[config.mk]
export PLATFORM = sky130hd
export DESIGN_NAME = rx
export DESIGN_NICKNAME = d
export VERILOG_FILES = /design/src/rtl/rx.sv
export SDC_FILE = /design/constraint.sdc
export NUM_CORES = 1
export LEC_CHECK = 0
export CAP_MARGIN = 20
export CORE_MARGIN = 3
export CORE_UTILIZATION = 45
export CTS_CLUSTER_SIZE = 16
export DETAILED_ROUTE_END_ITERATION = 6
export HOLD_SLACK_MARGIN = 0.05
export PLACE_DENSITY = 0.69
export SYNTH_ARGS = -nofsm -noshare
export SYNTH_HDL_FRONTEND = slang
export SYNTH_SLANG_ARGS = --single-unit
[constraint.sdc]
create_clock -name clk -period 1.68 [get_ports clk]
set_input_delay 0.336 -clock clk [delete_from_list [all_inputs] [get_ports clk]]
set_output_delay 0.336 -clock clk [all_outputs]
set_load 0.03 [all_outputs]
[src/rtl/rx.sv]
// UART receiver: 8 data bits LSB first, odd parity, one stop bit.
// Ports: clk, Reset_n, Sin, ReceiveAck in; Receive, Dout, error flags, busy out.
module rx #(
  parameter int CLK_FREQUENCY = 100_000_000,
  parameter int BAUD_RATE     = 19_200
) (
  input  logic       clk,
  input  logic       Reset_n,
  input  logic       Sin,
  input  logic       ReceiveAck,
  output logic       Receive,
  output logic [7:0] Dout,
  output logic       parityErr,
  output logic       frameErr,
  output logic       overrunErr,
  output logic       busy
);

  localparam int BIT_CNT  = CLK_FREQUENCY / BAUD_RATE;
  localparam int HALF_CNT = BIT_CNT / 2;
  localparam int TW       = $clog2(BIT_CNT);

  localparam logic [TW-1:0] BIT_END  = TW'(BIT_CNT - 1);
  localparam logic [TW-1:0] HALF_END = TW'(HALF_CNT - 1);

  typedef enum logic [2:0] {
    IDLE,
    START,
    DATA,
    PARITY,
    STOP
  } state_t;

  state_t        state;
  state_t        state_n;
  logic          sin_m;
  logic          sin_s;
  logic          armed;
  logic [TW-1:0] tmr;
  logic [2:0]    idx;
  logic [7:0]    shreg;
  logic          par_bit;

  logic tmr_clr;
  logic shift_en;
  logic par_en;
  logic done;

  always_comb begin
    state_n  = state;
    tmr_clr  = 1'b0;
    shift_en = 1'b0;
    par_en   = 1'b0;
    done     = 1'b0;
    unique case (state)
      IDLE: begin
        if (armed && !sin_s) begin
          state_n = START;
          tmr_clr = 1'b1;
        end
      end
      START: begin
        // Mid-start check rejects glitches shorter than half a bit.
        if (tmr == HALF_END) begin
          tmr_clr = 1'b1;
          state_n = sin_s ? IDLE : DATA;
        end
      end
      DATA: begin
        if (tmr == BIT_END) begin
          tmr_clr  = 1'b1;
          shift_en = 1'b1;
          if (idx == 3'd7) state_n = PARITY;
        end
      end
      PARITY: begin
        if (tmr == BIT_END) begin
          tmr_clr = 1'b1;
          par_en  = 1'b1;
          state_n = STOP;
        end
      end
      STOP: begin
        if (tmr == BIT_END) begin
          tmr_clr = 1'b1;
          done    = 1'b1;
          state_n = IDLE;
        end
      end
      default: state_n = IDLE;
    endcase
  end

  always_ff @(posedge clk or negedge Reset_n) begin
    if (!Reset_n) begin
      sin_m      <= 1'b1;
      sin_s      <= 1'b1;
      state      <= IDLE;
      armed      <= 1'b0;
      tmr        <= '0;
      idx        <= '0;
      shreg      <= '0;
      par_bit    <= 1'b0;
      Dout       <= '0;
      Receive    <= 1'b0;
      parityErr  <= 1'b0;
      frameErr   <= 1'b0;
      overrunErr <= 1'b0;
    end else begin
      sin_m <= Sin;
      sin_s <= sin_m;
      state <= state_n;

      if (tmr_clr || state == IDLE) tmr <= '0;
      else                          tmr <= tmr + 1'b1;

      // A low line after a frame must go high before it can start another.
      if (done)                     armed <= 1'b0;
      else if (state == IDLE && sin_s) armed <= 1'b1;

      if (state == IDLE) idx <= '0;
      else if (shift_en) idx <= idx + 3'd1;

      if (shift_en) shreg   <= {sin_s, shreg[7:1]};
      if (par_en)   par_bit <= sin_s;

      if (done) begin
        Dout       <= shreg;
        parityErr  <= ~(^{shreg, par_bit});
        frameErr   <= ~sin_s;
        overrunErr <= Receive & ~ReceiveAck;
        Receive    <= 1'b1;
      end else if (ReceiveAck) begin
        Receive <= 1'b0;
      end
    end
  end

  assign busy = (state != IDLE);

endmodule

==> results.toml <==
[outcome]
outcome = "complete, no violations"

[pwr]
pwr-share-comb = 0.205
intPower_mw = 1.682
power_per_cell_area_nw_per_um2 = 865.7
clkPwrFrac = 0.272
seq_power_share = 0.523
p_sw_frac = 0.2782
leakage_nw = 1.427
p_total_mw = 2.331
p_switching_uw = 648.5
vdd_drop_max_mv = 0.5379

[timing]
max_slew_margin = 0.6445
post-route-period-util = 0.9863
slew_violations = 0
worst_slack_ns = 0.02294
setup_tns_ns = 0
fin_skew_ns = 0.007243
rsz0062_at_grt = "true"
setup_viol = 0
worstMarginPinSlew_ns = 0.5333
fin_crit_ns = 1.657
whs_ns = 0.09506
max_freq_mhz = 603.5
hold_viol = 0

[global_route]
antenna_found_initial = 0
grt-ovfl-total = 0
grt_use_total = 0.1495
grt_pass1_wl_microns = 6341
grt_pass1_vias = 1442
grt_max_degree = 44

[yosys]
synthArstFlopShare = 1.000
synth-edff-count = 0
netlist-cell-type-count = 38
avgSynthCellArea_sq_um = 12.25
syn_inst = 170
syn_area_sq_um = 2083
synth-seq-area-share = 0.5177
yosys_warnings = 0
synthFlopType = "dfrtp_1"
ys_ff_latch = 43
syn_nets = 177

[detailed_routing]
wire_per_inst_microns = 14.77
vias_per_cell = 5.405
postRouteAntennaNets = 0
vias = 1454
drtIter0Drc = 51
drc_errors = 0
first_pass_iters = 4
drt-total-wl_microns = 3972

[setup_path]
endpoint_kind = "register"
critPathKind = "register to register"
start_kind = "register"
cp.required_ns = 1.86
critPathArrivalTime_ns = 1.84
critPathMaxFanout = 7

[clocking]
cts-root-buf = "clkbuf_8"
clock-sinks = 43
path_clk_slew_ns = 0.08
cts_buffer_depth = 2
tritoncts = "yes"
clk_latency_ns = 0.29
numCtsBuffers = 5
htree_levels = 2

[cells_and_area]
fin_nets = 223
drive_above_1_share = 0.3502
fillerInstances = 354
multi_input_area_sq_um = 979.7
layout_commonest_cell = "dfrtp_1"
final_cell_mix = "dfrtp_1 (39), buf_4 (26), nor2_1 (15), dlymetal6s2s_1 (11)"
n_antenna_cell = 0
stdcell_area_sq_um = 2693
syn_to_final_growth_pct = 29.25
seq_area_sq_um = 1081

[placed_design]
place.gp.congestion = 0.8125
io_buffer_count = 16
dp_slack_ns = -0.03917
dp_hpwl_microns = 2706
place_area_sq_um = 2455

[flow_run]
drv_cap = 0

[floorplanning]
die_w_microns = 74.04
die_y_microns = 74.04
ios = 17
dieArea_sq_um = 5482
fp-row-count = 24
start_util = 0.4719
core_area_sq_um = 4414

[worst_hold_path]
holdCritPathClass = "input pin to asynchronous set/reset pin"
## cells in the mapped netlist (2+ instances only)
cell type,count,area (sq um)
a21oi_1,3,15.01
and4_1,2,17.52
buf_2,2,10.01
buf_4,2,15.01
buf_6,3,33.78
dfrtp_1,41,1026
dfstp_2,2,52.55
ha_1,3,37.54
inv_1,5,18.77
mux2_2,10,112.6
mux2_4,7,105.1
nand2_1,11,41.29
nand3_1,7,35.03
nand4_1,6,37.54
nand4_2,2,25.02
nor2_1,16,60.06
nor3b_1,2,15.01
nor4b_4,2,47.55
nor4bb_1,2,20.02
o21ai_0,9,45.04
or3_1,2,12.51
xnor2_1,10,87.58
xor2_1,6,52.55
## power groups by stage
stage                     combinational (mW)  sequential [mW]  clock, mW
after floorplan                        0.205             1.23          0
after global placement                 0.439             1.22          0
after detailed placement               0.460             1.23          0
after CTS                              0.463             1.21      0.656
after global routing                   0.533             1.23      0.714
final                                  0.477             1.22      0.635
## flip-flops by register name (all words and copies together) (netlist names)
register	cells
shreg	8
par_bit	1
Receive	1
sin_s	1
Dout	8
tmr	13
armed	1
sin_m	1
state	3
frameErr	1
idx	3
overrunErr	1
parityErr	1
## area by class of cell
class	instances	area share
flip-flops and latches	43	0.4015
multi-input cells	115	0.3638
repair buffers	46	0.1719
clock buffers	6	0.02695
well taps	52	0.02416
inverters	5	0.006970
clock inverters	2	0.004647
## kinds of logic (layout without fill, tap and decap cells)
family	Yosys count	after routing	synth area share
muxes	17	17	0.1045
and+or+nand+nor	61	61	0.1850
xor gates and xnor gates	17	17	0.07808
DFF	43	43	0.5177
adders and majority gates	3	3	0.01802
buffers and inverters	12	59	0.03724
AOI/OAI and AO/OA	17	17	0.05946
## routing by layer
layer  vias to the layer above  track usage  share of wire
met2                        20       0.2628           0.54
met5                         -            0              0
li1                        688            -              -
met3                         9      0.03649          0.031
met4                         0      0.06640          0.017
met1                       737       0.1718           0.42
## timing repair
item,CTS,global route
setup buffers,1,5
resized for setup,6,21
endpoints found under the setup margin,18,45
cloned,0,1
hold buffers,0,0
hold endpoints to repair,0,0
pin swaps,1,2
## stage by stage
stage	std cells	utilization
global route	269	0.6100
global placement	254	0.5561
finish	269	0.6100
floorplan	170	-
detailed placement	254	0.5561
CTS	263	0.5808
## worst paths after layout
path / cells after the start / from / endpoint / slack, ns
setup / recovery: 5 / tmr[9] / shreg[7] / 0.02
setup reg to reg: 5 / tmr[9] / shreg[7] / 0.02
hold / removal: 2 / Reset_n / shreg[4] / 0.1
min in group clk: 0 / sin_m / sin_s / 0.36
hold reg to reg: 0 / sin_m / sin_s / 0.36
max in group asynchronous: 2 / Reset_n / tmr[3] / 1.18
## worst max-delay path, stage by stage, from the launching register on
cell and delay, ns:
dfrtp_1 0.43, nor4b_4 0.33, buf_4 0.18, nand4_4 0.13
clkbuf_16 0.19, mux2_4 0.28
Power figures use the tool's default switching activity.
